[config.mk]
export PLATFORM = sky130hd
export DESIGN_NAME = mem_responder_flat
export DESIGN_NICKNAME = d
export VERILOG_FILES = /design/src/rtl/mem_responder_if.sv /design/src/rtl/mem_responder.sv /design/src/flat_wrapper.sv
export SDC_FILE = /design/constraint.sdc
export NUM_CORES = 1
export LEC_CHECK = 0
export ABC_AREA = 1
export BUFFER_PORTS_ARGS = -buffer_cell sky130_fd_sc_hd__buf_4
export CAP_MARGIN = 20
export CORE_ASPECT_RATIO = 1.1
export CORE_MARGIN = 2
export CORE_UTILIZATION = 63
export CTS_BUF_LIST = sky130_fd_sc_hd__clkbuf_2
export DETAILED_ROUTE_END_ITERATION = 8
export PLACE_DENSITY_LB_ADDON = 0.15
export SLEW_MARGIN = 20
export SYNTH_ARGS = -nofsm -noshare
export SYNTH_HDL_FRONTEND = slang
export SYNTH_SLANG_ARGS = --single-unit
[constraint.sdc]
create_clock -name clk -period 6.5 [get_ports clk]
set_input_delay 0.325 -clock clk [delete_from_list [all_inputs] [get_ports clk]]
set_output_delay 0.325 -clock clk [all_outputs]
set_load 0.05 [all_outputs]
[src/rtl/mem_responder_if.sv]
// Core-side request/response bundle between cpu_core (master) and mem_responder (slave).
interface mem_responder_if;
    logic [1:0]  rw_flag;
    logic [31:0] addr;
    logic [31:0] write_data;
    logic [3:0]  write_mask;
    logic [31:0] read_data;
    logic        busy;
    logic        done;

    modport master (
        output rw_flag, addr, write_data, write_mask,
        input  read_data, busy, done
    );

    modport slave (
        input  rw_flag, addr, write_data, write_mask,
        output read_data, busy, done
    );
endinterface

[src/rtl/mem_responder.sv]
// Serialises one word request onto a byte-wide synchronous RAM port and reassembles reads.
// Optional MEM_RESP_ALIGN_ERR_EN: rejects unaligned requests and reports them on err.
module mem_responder #(
    parameter int unsigned ADDR_BITS = 17
) (
    input  logic                 clk,
    input  logic                 rst,
    mem_responder_if.slave       bus,
    output logic [ADDR_BITS-1:0] ram_addr,
    output logic [7:0]           ram_wdata,
    output logic                 ram_we,
    input  logic [7:0]           ram_rdata
`ifdef MEM_RESP_ALIGN_ERR_EN
    ,
    output logic                 err
`endif
);

    typedef enum logic [1:0] {StIdle, StRd, StWr, StDone} state_e;

    state_e                 state_q, state_d;
    logic [ADDR_BITS-1:0]   base_q, base_d;
    logic [31:0]            wdata_q, wdata_d;
    logic [3:0]             rem_q, rem_d;
    logic [2:0]             cnt_q, cnt_d;
    logic [23:0]            rbuf_q, rbuf_d;
    logic [31:0]            read_data_q, read_data_d;
    logic [ADDR_BITS-1:0]   ram_addr_q, ram_addr_d;
    logic [7:0]             ram_wdata_q, ram_wdata_d;
    logic                   ram_we_q, ram_we_d;
`ifdef MEM_RESP_ALIGN_ERR_EN
    logic                   err_q, err_d;
`endif

    logic                   req_valid;
    logic [3:0]             pick_mask;
    logic [31:0]            pick_data;
    logic [ADDR_BITS-1:0]   pick_base;
    logic [1:0]             pick_idx;
    logic [3:0]             pick_rest;
    logic [31:0]            pick_shift;
    logic [7:0]             pick_byte;
    logic [ADDR_BITS-1:0]   pick_addr;
    logic                   unused_addr;

    assign unused_addr = ^bus.addr[31:ADDR_BITS];
    assign req_valid   = (bus.rw_flag == 2'b01) || (bus.rw_flag == 2'b10);

    // Lowest pending write byte: taken from the live request in IDLE, else from the latched copy.
    always_comb begin
        pick_mask = (state_q == StIdle) ? bus.write_mask : rem_q;
        pick_data = (state_q == StIdle) ? bus.write_data : wdata_q;
        pick_base = (state_q == StIdle) ? bus.addr[ADDR_BITS-1:0] : base_q;
        pick_idx  = 2'd0;
        if (pick_mask[0])      pick_idx = 2'd0;
        else if (pick_mask[1]) pick_idx = 2'd1;
        else if (pick_mask[2]) pick_idx = 2'd2;
        else if (pick_mask[3]) pick_idx = 2'd3;
        pick_rest  = pick_mask & ~(4'b0001 << pick_idx);
        pick_shift = pick_data >> {pick_idx, 3'b000};
        pick_byte  = pick_shift[7:0];
        pick_addr  = pick_base + ADDR_BITS'(pick_idx);
    end

    always_comb begin
        state_d     = state_q;
        base_d      = base_q;
        wdata_d     = wdata_q;
        rem_d       = rem_q;
        cnt_d       = cnt_q;
        rbuf_d      = rbuf_q;
        read_data_d = read_data_q;
        ram_addr_d  = ram_addr_q;
        ram_wdata_d = ram_wdata_q;
        ram_we_d    = 1'b0;
`ifdef MEM_RESP_ALIGN_ERR_EN
        err_d       = err_q;
`endif
        case (state_q)
            StIdle: begin
                if (req_valid) begin
                    base_d  = bus.addr[ADDR_BITS-1:0];
                    wdata_d = bus.write_data;
                    cnt_d   = 3'd0;
`ifdef MEM_RESP_ALIGN_ERR_EN
                    err_d   = 1'b0;
                    if (bus.addr[1:0] != 2'b00) begin
                        // Empty write pass gives the one-cycle turnaround with no RAM access.
                        state_d     = StWr;
                        rem_d       = 4'b0000;
                        read_data_d = 32'h0;
                        err_d       = 1'b1;
                    end else
`endif
                    if (bus.rw_flag == 2'b01) begin
                        state_d    = StRd;
                        ram_addr_d = bus.addr[ADDR_BITS-1:0];
                    end else begin
                        state_d = StWr;
                        rem_d   = pick_rest;
                        if (pick_mask != 4'b0000) begin
                            ram_we_d    = 1'b1;
                            ram_addr_d  = pick_addr;
                            ram_wdata_d = pick_byte;
                        end
                    end
                end
            end
            StRd: begin
                cnt_d = cnt_q + 3'd1;
                if (cnt_q < 3'd3) ram_addr_d = base_q + ADDR_BITS'(cnt_q + 3'd1);
                // RAM answers one cycle after the address, so byte k lands at count k+1.
                case (cnt_q)
                    3'd1: rbuf_d[7:0]   = ram_rdata;
                    3'd2: rbuf_d[15:8]  = ram_rdata;
                    3'd3: rbuf_d[23:16] = ram_rdata;
                    3'd4: begin
                        read_data_d = {ram_rdata, rbuf_q};
                        state_d     = StDone;
                    end
                    default: ;
                endcase
            end
            StWr: begin
                if (rem_q != 4'b0000) begin
                    ram_we_d    = 1'b1;
                    ram_addr_d  = pick_addr;
                    ram_wdata_d = pick_byte;
                    rem_d       = pick_rest;
                end else begin
                    state_d = StDone;
                end
            end
            StDone: begin
                state_d = StIdle;
`ifdef MEM_RESP_ALIGN_ERR_EN
                err_d   = 1'b0;
`endif
            end
            default: state_d = StIdle;
        endcase
    end

    always_ff @(posedge clk or posedge rst) begin
        if (rst) begin
            state_q     <= StIdle;
            base_q      <= '0;
            wdata_q     <= '0;
            rem_q       <= '0;
            cnt_q       <= '0;
            rbuf_q      <= '0;
            read_data_q <= '0;
            ram_addr_q  <= '0;
            ram_wdata_q <= '0;
            ram_we_q    <= 1'b0;
`ifdef MEM_RESP_ALIGN_ERR_EN
            err_q       <= 1'b0;
`endif
        end else begin
            state_q     <= state_d;
            base_q      <= base_d;
            wdata_q     <= wdata_d;
            rem_q       <= rem_d;
            cnt_q       <= cnt_d;
            rbuf_q      <= rbuf_d;
            read_data_q <= read_data_d;
            ram_addr_q  <= ram_addr_d;
            ram_wdata_q <= ram_wdata_d;
            ram_we_q    <= ram_we_d;
`ifdef MEM_RESP_ALIGN_ERR_EN
            err_q       <= err_d;
`endif
        end
    end

    assign bus.busy      = (state_q == StRd) || (state_q == StWr);
    assign bus.done      = (state_q == StDone);
    assign bus.read_data = read_data_q;
    assign ram_addr      = ram_addr_q;
    assign ram_wdata     = ram_wdata_q;
    assign ram_we        = ram_we_q;
`ifdef MEM_RESP_ALIGN_ERR_EN
    assign err           = err_q && (state_q == StDone);
`endif

endmodule

[src/flat_wrapper.sv]
// flat-port wrapper written by rule: the top's interface ports become plain ports
module mem_responder_flat 
#(
    parameter int unsigned ADDR_BITS = 17
)
  (clk, rst, ram_addr, ram_wdata, ram_we, ram_rdata, bus_rw_flag, bus_addr, bus_write_data, bus_write_mask, bus_read_data, bus_busy, bus_done);
  mem_responder_if bus_i ();
  input  logic clk;
  input  logic rst;
  output logic [ADDR_BITS-1:0] ram_addr;
  output logic [7:0] ram_wdata;
  output logic ram_we;
  input  logic [7:0] ram_rdata;
  input wire logic [$bits(bus_i.rw_flag)-1:0] bus_rw_flag;
  input wire logic [$bits(bus_i.addr)-1:0] bus_addr;
  input wire logic [$bits(bus_i.write_data)-1:0] bus_write_data;
  input wire logic [$bits(bus_i.write_mask)-1:0] bus_write_mask;
  output wire logic [$bits(bus_i.read_data)-1:0] bus_read_data;
  output wire logic [$bits(bus_i.busy)-1:0] bus_busy;
  output wire logic [$bits(bus_i.done)-1:0] bus_done;
  assign bus_i.rw_flag = bus_rw_flag;
  assign bus_i.addr = bus_addr;
  assign bus_i.write_data = bus_write_data;
  assign bus_i.write_mask = bus_write_mask;
  assign bus_read_data = bus_i.read_data;
  assign bus_busy = bus_i.busy;
  assign bus_done = bus_i.done;
  mem_responder #(.ADDR_BITS(ADDR_BITS)) u_core (.clk(clk), .rst(rst), .bus(bus_i), .ram_addr(ram_addr), .ram_wdata(ram_wdata), .ram_we(ram_we), .ram_rdata(ram_rdata));
endmodule
Word-level counts from Yosys, hierarchy flattened --
Cells that the tools add are included.
Operators by class: shifts and indexed selects 2, reductions and logical operators 18, $add $sub $neg 4, muxes and demuxes 34, magnitude comparators 1, equality and inequality tests 17, bitwise operators 2
Operators by type and width (count):
- 17-bit 2-to-1 mux | 6
- 17-bit case mux with 3 select lines | 1
- 32-bit 2-to-1 mux | 1
- 8-bit 2-to-1 mux | 4
- 32-bit by 5-bit right shift with 8-bit output | 1
- 17-bit adder | 1
- 17-bit by 2-bit adder with 17-bit output | 1
- 2-bit 2-to-1 mux | 8
- 4-bit 2-to-1 mux | 4
- 8-bit case mux with 2 select lines | 1
- 2-bit AND reduction | 6
- 5-bit AND reduction | 2
- 2-bit inequality test (second input constant) | 4
- 2-bit case mux with 4 select lines | 1
- 4-bit case mux with 2 select lines | 1
- 4-bit nonzero test | 2
- 2-bit == test (second input constant) | 3
- 3-bit by 2-bit == test with 1-bit output (second input constant) | 2
- 2-bit by 1-bit inequality test with 1-bit output (second input constant) | 3
- 3-bit case mux with 2 select lines | 1
- 3-bit by 1-bit adder with 4-bit output (second input constant) | 1
- 4-bit AND | 1
- 2-bit by 1-bit == test with 1-bit output (second input constant) | 2
- 1-bit 2-to-1 mux | 4
- other kinds (15) | 17
Storage, ports and cells: flip-flop bits (word level) 140, output and inout bits 60, bits of input ports 80, word-level logic and storage cells 90

Logic depth before layout (Yosys ltp) --
Gate-level depths: netlist (run 1).
depth in word-level cells 12, gate-level depth with buffers 23, depth with buffers taken out 20

Worst setup path before layout (run 1) --
Ideal clock, no wire load.
path kind register to register, start register u_core.state_q[0], end register u_core.ram_addr_q[6], in the netlist u_core.ram_addr[6], library setup time 0.077 ns, buffers on the path 3, setup slack 3.630 ns, stages on the path, launching flop included 20, arrival time 2.793 ns, required time 6.423 ns, period minus slack after synthesis 2.870 ns, cell sequence dfrtp_1 > inv_1 > ha_1 > buf_6 > buf_8 > nand2_1 > o21ai_2 > nand2_1 > nand2_1 > nand2_2 > buf_2 > inv_1 > ha_1 > fa_1 > nand3_4 > nor2_4 > xor2_1 > o21ai_0 > nand2_1 > a21oi_1
On the way: cells in the longest elaborated chain, start to end 11, elaborated cells between the ends (all ways) 22, those cells by class 1 x add/sub; 6 x eq/ne; 11 x mux; 4 x reduce/logical
RTL lines:
- start, declared | line mem_responder.sv:21 | state_e state_q, state_d;
- start signal, assigned | line mem_responder.sv:146 | state_q <= StIdle;
- start signal, assigned | line mem_responder.sv:160 | state_q <= state_d;
- 2-bit logical NOT | line mem_responder.sv:51, mem_responder.sv:53, mem_responder.sv:79
- 4-bit 2-to-1 mux | line mem_responder.sv:51 | pick_mask = (state_q == StIdle) ? bus.write_mask : rem_q;
- 2-bit 2-to-1 mux | line mem_responder.sv:58 | else if (pick_mask[3]) pick_idx = 2'd3;
- 2-bit 2-to-1 mux | line mem_responder.sv:57 | else if (pick_mask[2]) pick_idx = 2'd2;
- 2-bit 2-to-1 mux | line mem_responder.sv:56 | else if (pick_mask[1]) pick_idx = 2'd1;
- 2-bit 2-to-1 mux | line mem_responder.sv:55 | if (pick_mask[0]) pick_idx = 2'd0;
- 17-bit by 2-bit adder with 17-bit output | line mem_responder.sv:62 | pick_addr = pick_base + ADDR_BITS'(pick_idx);
- 17-bit 2-to-1 mux | line mem_responder.sv:101 | if (pick_mask != 4'b0000) begin
- 17-bit 2-to-1 mux | line mem_responder.sv:95 | if (bus.rw_flag == 2'b01) begin
- 17-bit 2-to-1 mux | line mem_responder.sv:81 | if (req_valid) begin
- 17-bit case mux with 3 select lines | line mem_responder.sv:79 | case (state_q)
- end signal, assigned | line mem_responder.sv:167 | ram_addr_q <= ram_addr_d;
- end, declared | line mem_responder.sv:28 | logic [ADDR_BITS-1:0] ram_addr_q, ram_addr_d;
Parallel ways exist; a longest one is shown, timed or not. The select of a mux whose other input is x is not followed. A chain may end at the register's enable or synchronous reset.

Worst setup path after layout (run 1) --
start register u_core.state_q[1], end register u_core.ram_addr_q[5], in the netlist u_core.ram_addr[5]
The elaborated chain is that of the path after synthesis.

==> results.cfg, run 1 <==
[drt]
wl_um = 20400
via_per_inst = 5.46
wl_per_cell_um = 15.0
ant_nets = 0
drt_pre_antenna_iters = 5
drtIter0Drc = 511
num_vias = 7427
drc_errors = 0

[sta]
setup_violations = 0
fin_tns_setup_ps = 0
min_period_ps = 3640
rsz0062_at_grt = false
setup_slack_ps = 2860
fin_skew_ps = 21.5
slew_headroom_pct = 30.2
max_slew.worst_pin.slew_ps = 1050
fmax_mhz = 274
maxSlewViolCount = 0
hold_viol_final = 0
period_share_pct = 56.0

[critical_path]
start_kind = flop
worstReg2RegEnd = u_core.ram_addr[5]
cpMostUsedCell = nand2_1
r2r_slack_ps = 2860
path_class = reg2reg
critPathMaxFanout = 35
path_cells = inv_1, ha_1, buf_4, nand2_1, o21ai_1, nand2_1, nor2_1, ha_1, nand2_1, nand2_1, nand2_2, nor2_4, xor2_1, nand2_1, o21ai_1, nand2_1, a21oi_1
end_kind = flop
crit_buf_inv = 2
r2r_cells = 17
crit_slowest_cell = nor2_1
r2r_start = u_core.state_q[1]
slowest_delay_ps = 560
cp.required_ps = 7160
crit_arrival_ps = 4300
crit_family = simple AND/OR/NAND/NOR gates

[global_routing]
grt_pass1_vias = 6917
grt_overflow_total = 0
grt_max_degree = 79
grt_usage_pct = 31.4
grt_pass1_wl_um = 33700
antenna_found_initial = 0

[cells_and_area]
n_antenna_cell = 0
layout.nets = 1289
area_growth_pct = 22.6
fillCellCount = 965
drive_gt1_share_pct = 18.8
layout_common_cells = nand2_1, dfrtp_1, buf_4
stdcell_count = 1360
final_common_cell = nand2_1

[flow_run]
cap_violations = 0

[synth]
synth.distinct_cells = 41
synthesis.area_um2 = 7930
yosysTopAreaCellShare_pct = 44.2
synth-seq-area-share_pct = 44.2
ys.flop_type = dfrtp_1
ys_seq_elements = 140
synth_area_per_cell_um2 = 7.72
yosysTopAreaCell = dfrtp_1
synth_warnings = 0
synthesis.nets = 1126
synth_edf_count = 0
async_reset_ff_share_pct = 100
synthTopCellsByArea = dfrtp_1, nand2_1, o21ai_0, inv_1, a21oi_1
netlist_instances = 1028

[min_path]
whs_path_depth = 5
hp-class = in2reg
hp-start = bus_write_mask[1]
min_to = u_core.rem_q[1]

[clocking]
cts_resized = 0
hold_buffers = 61
clock_latency_ps = 730
tritoncts = built
post_cts_buffers = 0
numCtsBuffers = 17
cts_max_path_buffers = 2
clkTransAtPathRegs_ps = 200
clockRootBuffer = clkbuf_2
cts-htree-levels = 4
clock-sinks = 140

[die]
chipWidth_um = 111
core_area_um2 = 12400
dieArea_um2 = 13500
start_util_pct = 63.8
die_h_um = 122
ios = 140
rows = 43

[placed_design]
dp_hpwl_um = 13800
gp_congestion = 0.926
post-place-ws_ps = 3010
post-place-cells = 1268
io_buffers = 124

[power]
power.density_nw_per_um2 = 532
power.leakage_nw = 4.94
finalPower_mw = 5.17
vdd_ir_drop_max_mv = 0.429

[outcome]
status = finished, final reports clean
[worst max path at each step]
stage,start,to,slack (ps),cells past startpoint
after floorplan,rst,u_core.base_q[0],2420,1
after global placement,u_core.state_q[1],u_core.ram_addr[16],3110,15
after detailed placement,u_core.state_q[0],u_core.ram_addr[16],3010,16
after CTS,u_core.state_q[1],u_core.ram_addr[16],2920,16
after global routing,u_core.state_q[1],u_core.ram_addr[5],2530,17
final,u_core.state_q[1],u_core.ram_addr[5],2860,17
[tightest hold or removal path: cells and delay by family]
family	cells	cell delay (ps)
compound gates	2	220
simple gates	1	40
buf+inv	2	170
[where the power goes]
group          internal [mW]  switching [mW]  leakage (nW)
logic                  0.994            2.15          3.12
clock network          0.214           0.330         0.142
registers               1.25           0.235          1.68
total                   2.46            2.72          4.94
[cell families (layout without fill, tap and decap cells)]
| logic type | count (synthesis) | in the layout | synth area share (%) |
|---|---|---|---|
| flip-flops | 140 | 140 | 44.2 |
| XOR/XNOR | 9 | 9 | 0.994 |
| adder cells (fa/ha/maj) | 18 | 18 | 3.03 |
| multiplexers | 38 | 38 | 5.17 |
| AO/OA/AOI/OAI | 194 | 194 | 13.5 |
| AND/OR/NAND/NOR | 492 | 492 | 25.7 |
| buffers and inverters | 137 | 312 | 7.49 |
[cells in the mapped netlist (all sizes together) (10+ instances only)]
library cell / n
nand2: 355
dfrtp: 140
o21ai: 109
inv: 91
nor2: 76
a21oi: 54
nand3: 51
buf: 25
mux2: 24
clkbuf: 21
ha: 16
mux2i: 14
o22ai: 10
[through the flow]
stage | utilization (%) | hold slack [ps] | area [µm²]
after floorplan | - | 441 | 7930
after global placement | 71.3 | 452 | 8860
after detailed placement | 71.3 | 458 | 8860
after CTS | 78.2 | 5.20 | 9720
after global routing | 78.2 | 68.7 | 9720
final | 78.2 | 62.9 | 9720
[area by class of cell]
class                   count  area [µm²]  share of cell area, %
multi-input cells         751        3840                   39.5
inverters                  91         349                   3.59
clock inverters            14         169                   1.74
repair buffers            190        1580                   16.2
flip-flops and latches    140        3500                   36.0
clock buffers              17        85.1                  0.875
well taps                 157         196                   2.02
[state kept, by name, indices dropped and copies added, names as in the netlist]
| name | count |
|---|---|
| u_core.bus.read_data | 32 |
| u_core.wdata_q | 32 |
| u_core.rbuf_q | 24 |
| u_core.base_q | 17 |
| u_core.ram_addr | 17 |
| u_core.ram_wdata | 8 |
| u_core.rem_q | 4 |
| u_core.cnt_q | 3 |
| u_core.state_q | 2 |
| u_core.ram_we | 1 |
[routing by layer]
layer	part of all wire, %	track usage [%]	vias to the layer above
li1	-	-	3651
met1	43	43.1	3452
met2	47	49.4	279
met3	6.8	6.87	45
met4	2.7	12.2	0
met5	0	0	-
Power figures use the tool's default switching activity.
==> run 2: changes to the inputs <==
--- a/config.mk
+++ b/config.mk
@@ -10,7 +10,7 @@
 export CAP_MARGIN = 20
 export CORE_ASPECT_RATIO = 1.1
 export CORE_MARGIN = 2
-export CORE_UTILIZATION = 63
+export CORE_UTILIZATION = 58
 export CTS_BUF_LIST = sky130_fd_sc_hd__clkbuf_2
 export DETAILED_ROUTE_END_ITERATION = 8
 export PLACE_DENSITY_LB_ADDON = 0.15
==> constraint.sdc (replaced) <==
create_clock -name clk -period 3.7 [get_ports clk]
set_input_delay 0.185 -clock clk [delete_from_list [all_inputs] [get_ports clk]]
set_output_delay 0.185 -clock clk [all_outputs]
set_load 0.05 [all_outputs]
==> results.cfg, run 2 (synthesized netlist as in run 1, its figures left out) <==
[die]
chipWidth_um = 115
core_area_um2 = 13300
die_h_um = 127
ios = 140
dieArea_um2 = 14600
rows = 44
start_util_pct = 59.8

[cells_and_area]
final_area_um2 = 9950
layout_common_cells = nand2_1, dfrtp_1, buf_4
register_area_um2 = 3500
layout.nets = 1308
drive_gt1_share_pct = 19.4
final_common_cell = nand2_1
fillCellCount = 1036
multi_input_area_um2 = 3840
area_growth_pct = 25.5

[global_routing]
grt_usage_pct = 30.0
grt_pass1_wl_um = 34300
antenna_found_initial = 1
grt_pass1_vias = 7026
grt_overflow_total = 0
grt_max_degree = 141

[critical_path]
r2r_cells = 14
crit_arrival_ps = 3900
start_kind = flop
path_cells = inv_1, ha_1, inv_2, o21ai_2, nand2_1, nor2_1, fa_1, nand3_4, nor2_4, nand2_1, nand2_1, nand3_1, a21oi_1, a21oi_1
r2r_slack_ps = 460
crit_family = simple AND/OR/NAND/NOR gates
slowest_delay_ps = 510
crit_buf_inv = 2
r2r_start = u_core.state_q[0]
critPathMaxFanout = 7
path_class = reg2reg
cpMostUsedCell = nand2_1
cp.required_ps = 4360
end_kind = flop
worstReg2RegEnd = u_core.ram_addr[16]
crit_slowest_cell = nor2_1

[power]
swShare_pct = 52.7
p_comb_share_pct = 61.2
p_sw_mw = 4.84
power.density_nw_per_um2 = 923
seq_power_share_pct = 28.5
clkPwrFrac_pct = 10.3
power.leakage_nw = 5.03
vdd_ir_drop_max_mv = 0.609
p_int_mw = 4.34

[flow_run]
cap_violations = 0

[clocking]
clock-sinks = 140
numCtsBuffers = 17
clkTransAtPathRegs_ps = 220
clockRootBuffer = clkbuf_2
cts_max_path_buffers = 2
post_cts_buffers = 0
cts-htree-levels = 4
clock_latency_ps = 760
tritoncts = built

[drt]
drtIter0Drc = 603
wl_um = 21100
drt_pre_antenna_iters = 6
drc_errors = 0
wl_per_cell_um = 15.0
via_per_inst = 5.34
m1WireLength_um = 9040
ant_nets = 0
num_vias = 7518
wl_met3_um = 1510
wl_met2_um = 10200
top_layer = met4

[sta]
slew_headroom_pct = 51.6
fin_tns_setup_ps = 0
fin_skew_ps = 25.2
min_period_ps = 3240
period_share_pct = 87.6
rsz0062_at_grt = false
setup_violations = 0
max_slew.worst_pin.slew_ps = 726
hold_viol_final = 0
maxSlewViolCount = 0
fmax_mhz = 309

[min_path]
whs_path_depth = 5
hp-start = bus_rw_flag[0]
min_to = u_core.ram_we
hp-class = in2reg

[placed_design]
dp_hpwl_um = 14100
postPlaceCellArea_um2 = 8960
gp_congestion = 0.921
io_buffers = 124

[outcome]
status = finished, final reports clean
run 2: cell count changes in the layout (fill, tap and decap cells not counted), sizes merged:
cell / delta
dlygate4sd3: +10
diode: +1
bufinv: -1
buf: +9
clkinvlp: -2
clkinv: +4
run 2: worst reg2reg max path, cell delays in order (launching register included):
cell	delay (ps)
dfrtp_1	440
inv_1	140
ha_1	330
inv_2	150
o21ai_2	190
nand2_1	130
nor2_1	510
fa_1	380
nand3_4	140
nor2_4	210
nand2_1	70
nand2_1	80
nand3_1	70
a21oi_1	200
a21oi_1	110
run 2: cell type report:
cell class / instances / area share [%]
multi-input cells: 751 / 38.6
inverters: 91 / 3.49
well taps: 184 / 2.31
flip-flops and latches: 140 / 35.2
diodes: 1 / 0.0251
repair buffers: 209 / 17.9
clock buffers: 17 / 0.855
clock inverters: 15 / 1.65
run 2: repair_timing:
action / 4_1_cts / 5_1_grt
hold endpoints to repair: 249 / 0
gates resized for setup: 0 / 0
hold buffers: 71 / 0
run 2: stage by stage:
step | power [mW] | setup WS (ps) | utilization, % | hold slack, ps | instances
finish | 9.18 | 460 | 75.0 | 84.2 | 1408
floorplan | 6.74 | 830 | - | 302 | 1028
global placement | 7.96 | 602 | 67.6 | 396 | 1303
detailed placement | 8.06 | 552 | 67.6 | 403 | 1303
CTS | 9.10 | 523 | 74.8 | 32.6 | 1406
global route | 9.91 | 124 | 75.0 | 102 | 1408
run 2: power groups by stage:
stage	Combinational (mW)	Sequential (mW)	Clock [mW]
6_report	5.62	2.62	0.948
2_1_floorplan	3.39	3.35	0
3_5_place_dp	5.42	2.64	0
4_1_cts	5.53	2.60	0.963
3_3_place_gp	5.35	2.61	0
5_1_grt	6.20	2.69	1.02
run 2: worst max-delay path by stage:
stage                 startpoint                  end  slack (ps)  cells after the start
5_1_grt        u_core.state_q[1]   u_core.ram_addr[9]         120                     16
6_report       u_core.state_q[0]  u_core.ram_addr[16]         460                     14
2_1_floorplan  u_core.state_q[0]   u_core.ram_addr[6]         830                     19
3_3_place_gp   u_core.state_q[0]  u_core.ram_addr[16]         600                     14
3_5_place_dp   u_core.state_q[0]  u_core.ram_addr[16]         550                     14
4_1_cts        u_core.state_q[0]   u_core.ram_addr[5]         520                     16
run 2: layer usage:
| layer | global-route usage (%) | up-vias |
|---|---|---|
| li1 | - | 3690 |
| met1 | 40.9 | 3502 |
| met2 | 48.7 | 296 |
| met3 | 5.78 | 30 |
| met4 | 9.28 | 0 |
| met5 | 0 | - |
==> run 3: changes to the inputs <==
--- a/config.mk
+++ b/config.mk
@@ -10,7 +10,7 @@
 export CAP_MARGIN = 20
 export CORE_ASPECT_RATIO = 1.1
 export CORE_MARGIN = 2
-export CORE_UTILIZATION = 58
+export CORE_UTILIZATION = 63
 export CTS_BUF_LIST = sky130_fd_sc_hd__clkbuf_2
 export DETAILED_ROUTE_END_ITERATION = 8
 export PLACE_DENSITY_LB_ADDON = 0.15
==> constraint.sdc (replaced) <==
create_clock -name clk -period 3.87 [get_ports clk]
set_input_delay 0.1935 -clock clk [delete_from_list [all_inputs] [get_ports clk]]
set_output_delay 0.1935 -clock clk [all_outputs]
set_load 0.05 [all_outputs]
==> results.cfg, run 3 (synthesized netlist as in run 1, its figures left out) <==
[outcome]
status = finished, final reports clean

[drt]
wl_um = 21300
via_per_inst = 5.52
ant_nets = 0
drtIter0Drc = 615
num_vias = 7582
drc_errors = 0
wl_per_cell_um = 15.5
drt_pre_antenna_iters = 5

[critical_path]
crit_buf_inv = 2
start_kind = flop
cp.required_ps = 4480
path_class = reg2reg
crit_slowest_cell = nor2_1
crit_family = simple AND/OR/NAND/NOR gates
path_cells = inv_1, ha_1, inv_2, o21ai_2, nand2_1, nor2_1, fa_1, nand3_4, nor2_4, nand2_1, nand2_1, nand3_1, a21oi_1, a21oi_1
crit_arrival_ps = 3940
r2r_cells = 14
critPathMaxFanout = 8
cp.depth = 14
slowest_delay_ps = 510
cpMostUsedCell = nand2_1
end_kind = flop

[sta]
period_share_pct = 86.0
slew_headroom_pct = 56.1
setup_violations = 0
hold_viol_final = 0
fmax_mhz = 300
maxSlewViolCount = 0
fin_tns_setup_ps = 0
rsz0062_at_grt = false
min_period_ps = 3330
max_slew.worst_pin.slew_ps = 657
fin_skew_ps = 27.8

[die]
core_area_um2 = 12400
die_h_um = 122
start_util_pct = 63.8
rows = 43
dieArea_um2 = 13500
ios = 140
chipWidth_um = 111

[min_path]
whs_path_depth = 4
hp-class = in2reg

[cells_and_area]
area_growth_pct = 24.3
layout.nets = 1304
drive_gt1_share_pct = 19.3
layout_common_cells = nand2_1, dfrtp_1, buf_4
final_common_cell = nand2_1

[power]
power.leakage_nw = 5.01
finalPower_mw = 8.79
power.density_nw_per_um2 = 891
vdd_ir_drop_max_mv = 0.662

[clocking]
clockRootBuffer = clkbuf_2
tritoncts = built
clock_latency_ps = 740
cts_resized = 0
numCtsBuffers = 17
post_cts_buffers = 0
cts-htree-levels = 4
clock-sinks = 140
clkTransAtPathRegs_ps = 200
cts_max_path_buffers = 2
hold_buffers = 66

[global_routing]
grt_max_degree = 64
grt_pass1_wl_um = 34200
antenna_found_initial = 1
grt_pass1_vias = 7105
grt_overflow_total = 0
grt_usage_pct = 32.2

[placed_design]
dp_hpwl_um = 13900
io_buffers = 124
gp_congestion = 0.953

[flow_run]
cap_violations = 0
## run 3: stage by stage
step           utilization [%]  area (µm²)  hold slack (ps)  instances  setup slack (ps)
3_5_place_dp              71.9        8930              410       1276               686
4_1_cts                   79.1        9830             5.28       1371               654
3_3_place_gp              71.9        8930              403       1276               711
6_report                  79.3        9860             59.6       1374               540
5_1_grt                   79.3        9860             28.5       1374               251
2_1_floorplan                -        7940              310       1028              1000
## run 3: cell type report
class,instances,area (µm²)
antenna,1,2.50
clock buffer,18,90.1
clock inverter,11,146
fill,924,2570
inverter,91,348
multi-input combinational,751,3840
sequential,140,3500
tap,157,196
timing repair buffer,205,1730
## run 3: path summary, 6_finish.rpt
kind                                             to  slack, ps              start
worst max-delay path            u_core.ram_addr[16]        540  u_core.state_q[0]
worst min-delay path               u_core.base_q[5]         60     bus_rw_flag[0]
worst max register to register  u_core.ram_addr[16]        540  u_core.state_q[0]
worst min register to register    u_core.wdata_q[6]        500  u_core.wdata_q[6]
max in group asynchronous        u_core.wdata_q[15]       2340                rst
min in group asynchronous         u_core.rbuf_q[22]        540                rst
## run 3: power by group
group	internal, mW	switching [mW]
registers	2.10	0.397
clock network	0.353	0.545
logic	1.72	3.67
total	4.18	4.61
## run 3: worst min-delay path: cells and delay by family
kind,cells,cell delay (ps)
AO/OA/AOI/OAI,1,160
adder cells (fa/ha/maj),1,210
buffers and inverters,1,80
AND/OR/NAND/NOR,1,140
## run 3: per-layer routing
| layer | vias up | GRT usage, % | part of all wire [%] | wire [µm] |
|---|---|---|---|---|
| met5 | - | 0 | 0 | 0 |
| met4 | 0 | 14.5 | 3.2 | 681 |
| met3 | 59 | 5.97 | 8.3 | 1760 |
| met2 | 380 | 51.8 | 47 | 10000 |
| met1 | 3458 | 43.0 | 41 | 8810 |
| li1 | 3685 | - | - | - |
